`src/rtl/rv_pkg.sv`:
```
// Shared hazard-control types: FSM state encoding and register-address width.
// Latency: n/a (declarations and a pure combinational helper only).
// Backpressure: n/a.
package rv_pkg;

  localparam int REG_ADDR_W = 5;

  typedef enum logic [1:0] {
    RUN      = 2'd0,
    MEM_WAIT = 2'd1,
    HALT     = 2'd2
  } hz_state_t;

  // A load in EX whose destination (never x0) is read by the instruction in ID.
  function automatic logic load_use(
    input logic                  memrd,
    input logic [REG_ADDR_W-1:0] rd,
    input logic [REG_ADDR_W-1:0] rs1,
    input logic [REG_ADDR_W-1:0] rs2,
    input logic                  use_rs1,
    input logic                  use_rs2
  );
    logic hit1;
    logic hit2;
    hit1 = use_rs1 && (rs1 == rd);
    hit2 = use_rs2 && (rs2 == rd);
    return memrd && (rd != '0) && (hit1 || hit2);
  endfunction

endpackage

```
`src/rtl/sat_counter.sv`:
```
// Saturating up-counter used for the stall and flush performance counters.
// Latency: count visible the cycle after inc; clr wins over inc.
// Backpressure: none; holds at all-ones instead of wrapping.
module sat_counter #(
  parameter int WIDTH = 32
) (
  input  logic             clk,
  input  logic             clr,
  input  logic             inc,
  output logic [WIDTH-1:0] q
);

  localparam logic [WIDTH-1:0] ONE = {{(WIDTH-1){1'b0}}, 1'b1};
  localparam logic [WIDTH-1:0] MAX = {WIDTH{1'b1}};

  // Count up on inc until all-ones; synchronous clear has priority.
  always_ff @(posedge clk) begin
    if (clr) begin
      q <= '0;
    end else if (inc && (q != MAX)) begin
      q <= q + ONE;
    end
  end

endmodule

```
`src/rtl/hazard_ctrl.sv`:
```
// Pipeline hazard control: load-use bubbles, branch flushes, data-memory wait freeze/timeout.
// Latency: control outputs combinational from state+inputs; state/counters update next edge.
// Backpressure: dmem wait freezes the front end; timeout parks in HALT until reset.
module hazard_ctrl
  import rv_pkg::*;
#(
  parameter int NBITS       = 32,
  parameter int MEM_TIMEOUT = 15
) (
  input  logic                  clk,
  input  logic                  rst,
  input  logic                  idex_memrd,
  input  logic [REG_ADDR_W-1:0] idex_rd,
  input  logic [REG_ADDR_W-1:0] ifid_rs1,
  input  logic [REG_ADDR_W-1:0] ifid_rs2,
  input  logic                  ifid_use_rs1,
  input  logic                  ifid_use_rs2,
  input  logic                  branch_taken,
  input  logic                  dmem_req,
  input  logic                  dmem_ready,
  output logic                  pc_en,
  output logic                  IFID_enable,
  output logic                  muxControl,
  output logic                  ifid_flush,
  output logic                  idex_flush,
  output logic                  stall,
  output logic                  mem_err,
  output logic [NBITS-1:0]      stall_cnt,
  output logic [NBITS-1:0]      flush_cnt
);

  // Wide enough to hold MEM_TIMEOUT itself, so the counter tops out before wrapping.
  localparam int WCW = $clog2(MEM_TIMEOUT + 1);
  localparam logic [WCW-1:0] WC_ONE = WCW'(1);
  localparam logic [WCW-1:0] WC_MAX = WCW'(MEM_TIMEOUT);

  hz_state_t      state_q;
  hz_state_t      state_d;
  logic [WCW-1:0] wcnt_q;
  logic [WCW-1:0] wcnt_d;
  logic           lu;
  logic           mw;

  assign lu = load_use(idex_memrd, idex_rd, ifid_rs1, ifid_rs2, ifid_use_rs1, ifid_use_rs2);
  assign mw = dmem_req && !dmem_ready;

  // The error flag is simply "we are parked in HALT"; only reset leaves HALT.
  assign mem_err = (state_q == HALT);

  // Control outputs. MEM_WAIT without a pending wait resolves exactly like RUN,
  // and in MEM_WAIT the mw freeze outranks any branch, so both share one path.
  always_comb begin
    pc_en       = 1'b1;
    IFID_enable = 1'b1;
    muxControl  = 1'b0;
    ifid_flush  = 1'b0;
    idex_flush  = 1'b0;
    stall       = 1'b0;
    if (!rst) begin
      pc_en       = 1'b0;
      IFID_enable = 1'b0;
      muxControl  = 1'b1;
      stall       = 1'b1;
    end else if (state_q == HALT) begin
      pc_en       = 1'b0;
      IFID_enable = 1'b0;
      muxControl  = 1'b1;
      stall       = 1'b1;
    end else if (mw) begin
      // Full freeze: hold everything, no bubble, no flush.
      pc_en       = 1'b0;
      IFID_enable = 1'b0;
      stall       = 1'b1;
    end else if (branch_taken) begin
      // Squash the two wrong-path instructions; a coincident load-use is moot.
      ifid_flush  = 1'b1;
      idex_flush  = 1'b1;
    end else if (lu) begin
      // One-cycle bubble: hold PC and IF/ID, inject a NOP into ID/EX.
      pc_en       = 1'b0;
      IFID_enable = 1'b0;
      muxControl  = 1'b1;
      stall       = 1'b1;
    end
  end

  // Next state and memory-wait counter.
  always_comb begin
    state_d = state_q;
    wcnt_d  = wcnt_q;
    case (state_q)
      RUN: begin
        if (mw) begin
          state_d = MEM_WAIT;
          wcnt_d  = WC_ONE;
        end
      end
      MEM_WAIT: begin
        if (mw) begin
          if (wcnt_q == WC_MAX) begin
            state_d = HALT;
          end else begin
            wcnt_d = wcnt_q + WC_ONE;
          end
        end else begin
          state_d = RUN;
          wcnt_d  = '0;
        end
      end
      HALT: begin
        state_d = HALT;
      end
      default: begin
        state_d = RUN;
        wcnt_d  = '0;
      end
    endcase
  end

  // State registers with synchronous active-low reset.
  always_ff @(posedge clk) begin
    if (!rst) begin
      state_q <= RUN;
      wcnt_q  <= '0;
    end else begin
      state_q <= state_d;
      wcnt_q  <= wcnt_d;
    end
  end

  sat_counter #(.WIDTH(NBITS)) u_stall_cnt (
    .clk (clk),
    .clr (!rst),
    .inc (stall),
    .q   (stall_cnt)
  );

  sat_counter #(.WIDTH(NBITS)) u_flush_cnt (
    .clk (clk),
    .clr (!rst),
    .inc (idex_flush),
    .q   (flush_cnt)
  );

endmodule

```
`config.mk`:
```
export PLATFORM = sky130hd
export DESIGN_NAME = hazard_ctrl
export DESIGN_NICKNAME = d
export VERILOG_FILES = /design/src/rtl/rv_pkg.sv /design/src/rtl/sat_counter.sv /design/src/rtl/hazard_ctrl.sv
export SDC_FILE = /design/constraint.sdc
export NUM_CORES = 1
export LEC_CHECK = 0
export BUFFER_PORTS_ARGS = -buffer_cell sky130_fd_sc_hd__buf_2
export CORE_ASPECT_RATIO = 2
export CORE_MARGIN = 2
export CORE_UTILIZATION = 57
export DETAILED_ROUTE_END_ITERATION = 16
export PLACE_DENSITY = 0.85
export SKIP_LAST_GASP = 1
export SLEW_MARGIN = 20
export SYNTH_ARGS = -nofsm -noshare
export SYNTH_HDL_FRONTEND = slang
export SYNTH_SLANG_ARGS = --single-unit
export TNS_END_PERCENT = 20
```
`constraint.sdc`:
```
create_clock -name clk -period 6.8 [get_ports clk]
set_clock_uncertainty 0.15 [all_clocks]
set_input_delay 1.36 -clock clk [delete_from_list [all_inputs] [get_ports clk]]
set_output_delay 1.36 -clock clk [all_outputs]
set_load 0.01 [all_outputs]
```
==> summary.md <==
### Power and ir drop
* ratio of total power to cell area: 203.5 nW/µm²
* leakage power: 0.001874 µW
* VDD IR max: 0.1403 mV

### Critical path
* Critical Path Source: idex_rd[1]
* data arrival time of the worst path: 2.74 ns
* Critical Path Sink Type: output pin
* Setup Crit Path Kind: input pin to output pin
* critical path launch point type: input pin
* required time worst endpoint: 5.29 ns
* largest fanout of any net on the critical path: 17
* FF-to-FF Start: u_stall_cnt.q[13]

### Worst hold path
* startpoint of the worst hold path: u_stall_cnt.q[20]
* worst min-delay path category: flip-flop to flip-flop

### STA
* crit path time final: 4.253 ns
* headroom to the max-slew limit: 0.3821
* TNS Setup: 0 ns
* unrepaired setup endpoints after global routing: false
* transition time of the tightest slew-check pin: 0.9255 ns
* hold violation total from the final report: 0
* number of pins exceeding their max-slew limit in the final report: 0
* Final Cycle Share: 0.6255
* Final setup violation count: 0
* fmax: 0.2351 GHz

### Place
* placed wire-length estimate: 5.615 mm
* number of port buffers: 93
* final weighted congestion in routability-driven placement: 0.8124

### Layout
* Syn-to-layout area delta: 21.14%
* net count reported at finish: 543
* ratio of cells with drive above 1 in the final layout: 0.2486
* leading cell types in the layout, fill and taps excluded: 93 x sky130_fd_sc_hd__buf_2, 70 x sky130_fd_sc_hd__dfxtp_1, 56 x sky130_fd_sc_hd__nor2_1, 43 x sky130_fd_sc_hd__nand2_1
* final core utilization: 0.7023
* ant diodes: 0
* commonest non-fill, non-tap cell in the layout: sky130_fd_sc_hd__buf_2

### Clocking
* H-tree levels: 3
* CTS tree: yes
* Resized Gates After CTS: 0
* number of buffers on the longest clock path: 2
* clock latency of the later-clocked register in the worst-skew pair: 0.33 ns
* number of setup buffers added after CTS: 0
* number of sinks driven by the clock tree: 70
* number of hold buffers added after cts: 0
* number of clock buffers inserted by TritonCTS: 9
* Clk pin slew, worst setup/hold paths: 0.05 ns
* Root Buffer Master: sky130_fd_sc_hd__clkbuf_16

### Synth
* Post-Synth XOR/XNOR Area: 0.1144
* synthesized-area fraction occupied by ao, oa, aoi and oai cells: 0.07406
* ys flop type: sky130_fd_sc_hd__dfxtp_1
* count of yosys warnings during synthesis: 0
* Post-Syn Area per Cell: 8.368 µm²
* proportion of synthesized chip area in sequential cells: 0.3894
* cell count after synthesis: 430
* Net Count, Synth: 456
* count of different cell masters after synthesis: 53
* fraction of the mapped netlist area in adder cells: 0.01043
* share of the synthesized area in the top cell type: 0.3894
* synthesized flop and latch total: 70
* largest family of logic cells by synthesized area: simple AND/OR/NAND/NOR gates
* proportion of synthesized area in mux cells: 0.03338
* top cells by area in the synthesized netlist: sky130_fd_sc_hd__dfxtp_1 39%, sky130_fd_sc_hd__xnor2_1 7.8%, sky130_fd_sc_hd__nor2_1 5.8%
* Synth Area in Simple Gates: 0.3418
* Netlist Area Pre-Place: 3598 µm²
* dominant cell type by area after synthesis: sky130_fd_sc_hd__dfxtp_1
* count of flip-flops with a built-in enable after synthesis: 0
* share of flip-flops with an asynchronous set or reset after synthesis: 0

### Routing
* wire per inst: 13.56 µm
* count of vias placed by the detailed router: 3324
* via-per-instance ratio: 5.494
* number of iterations in the first detailed-routing pass: 4
* DRC: 0
* routed wire length: 8.201 mm
* DRC violation total after the first TritonRoute iteration: 155
* number of nets with antenna violations after detailed routing: 0

### Run
* total of max-cap violations: 0

### Floorplanning
* Initial Utilization: 0.5797
* Boundary Pins: 94
* total die area: 7003 µm²
* number of standard-cell rows in the floorplan: 41
* core region area: 6207 µm²
* overall die height: 116.4 µm
* Die Span X: 60.19 µm

### Global route
* via count of the first global-routing pass: 3021
* overflow left after global routing: 0
* global-route usage over all layers: 0.2468
* first-pass GRT wire length: 13.40 mm
* initial antenna violation count: 0
* pin count of the biggest net entering global routing: 56

### Outcome
* status: finished, final reports clean

-- area by class of cell --
type                       count  area [µm²]
clock buffer                  11       252.7
clock inverter                 2       10.01
sequential                    70        1401
fill                         518        1848
timing repair buffer          95       480.5
tap                           86       107.6
multi-input combinational    330        2066
inverter                      11       41.29
-- logic make-up after synthesis --
logic type / Yosys count
flip-flops: 70
adder cells (fa/ha/maj): 3
AO/OA/AOI/OAI: 43
buffers and inverters: 30
multiplexers: 12
XOR/XNOR: 47
AND/OR/NAND/NOR: 225
-- final timing paths --
path                       end  cells past startpoint  slack, ns
min          u_stall_cnt.q[20]                      2       0.34
min reg2reg  u_stall_cnt.q[20]                      2       0.34
max                      stall                      7       2.55
max reg2reg  u_stall_cnt.q[31]                      8       4.08
-- critical path: stages --
cell	delay, ns
sky130_fd_sc_hd__buf_2	0.12
sky130_fd_sc_hd__or3_1	0.38
sky130_fd_sc_hd__o311a_1	0.31
sky130_fd_sc_hd__a21oi_1	0.16
sky130_fd_sc_hd__buf_4	0.23
sky130_fd_sc_hd__inv_1	0.05
sky130_fd_sc_hd__buf_2	0.13
-- registers in the layout, summed over array words and instances, names as in the netlist --
register,flops
u_stall_cnt.q,32
state_q,2
wcnt_q,4
u_flush_cnt.q,32
-- synthesized netlist by cell type (2+ instances only) --
library cell	count
sky130_fd_sc_hd__dfxtp_1	70
sky130_fd_sc_hd__nor2_1	56
sky130_fd_sc_hd__nand2_1	43
sky130_fd_sc_hd__nand3_1	32
sky130_fd_sc_hd__xnor2_1	32
sky130_fd_sc_hd__a21oi_1	21
sky130_fd_sc_hd__nand4_1	18
sky130_fd_sc_hd__xor2_1	15
sky130_fd_sc_hd__clkbuf_1	13
sky130_fd_sc_hd__nand2b_1	13
sky130_fd_sc_hd__mux2i_1	12
sky130_fd_sc_hd__and3_1	10
sky130_fd_sc_hd__inv_1	10
sky130_fd_sc_hd__nor3_1	7
sky130_fd_sc_hd__o21ai_0	7
sky130_fd_sc_hd__or3_1	7
sky130_fd_sc_hd__and2_1	4
sky130_fd_sc_hd__and4_1	4
sky130_fd_sc_hd__nor4_1	4
sky130_fd_sc_hd__a21bo_2	3
sky130_fd_sc_hd__a21o_1	3
sky130_fd_sc_hd__a31o_2	3
sky130_fd_sc_hd__buf_2	3
sky130_fd_sc_hd__ha_1	3
sky130_fd_sc_hd__nand3b_1	3
sky130_fd_sc_hd__buf_4	2
sky130_fd_sc_hd__nand3_2	2
sky130_fd_sc_hd__nand4_2	2
sky130_fd_sc_hd__nor3b_1	2
sky130_fd_sc_hd__nor4b_1	2
sky130_fd_sc_hd__or4_1	2
-- report_power, final --
part | leakage, µW | internal (µW) | switching [µW] | total, µW
clock | 0.000133 | 259 | 160 | 419
sequential | 0.000565 | 414 | 4.06 | 418
combinational | 0.00118 | 20.6 | 29.6 | 50.1
total | 0.00187 | 693 | 194 | 887
-- layer usage --
| layer | routed length (µm) | up-vias | global-route usage |
|---|---|---|---|
| met5 | 0 | - | 0 |
| met4 | 139 | 0 | 0.1037 |
| met3 | 469 | 11 | 0.04651 |
| met2 | 4091 | 109 | 0.4130 |
| met1 | 3501 | 1549 | 0.3021 |
| li1 | - | 1655 | - |
-- through the flow --
step / hold WS, ns / power (µW) / cells / setup slack (ns) / cell area, µm²
6_report: 0.3376 / 887.1 / 605 / 2.547 / 4359
5_1_grt: 0.3719 / 916.6 / 605 / 2.480 / 4359
4_1_cts: 0.3437 / 892.3 / 605 / 2.541 / 4359
3_5_place_dp: 0.3357 / 476.3 / 592 / 2.545 / 4096
3_3_place_gp: 0.3184 / 475.0 / 592 / 2.585 / 4096
2_1_floorplan: 0.3338 / 458.7 / 430 / 2.388 / 3598
No activity file was read; power rests on OpenSTA's default activity.
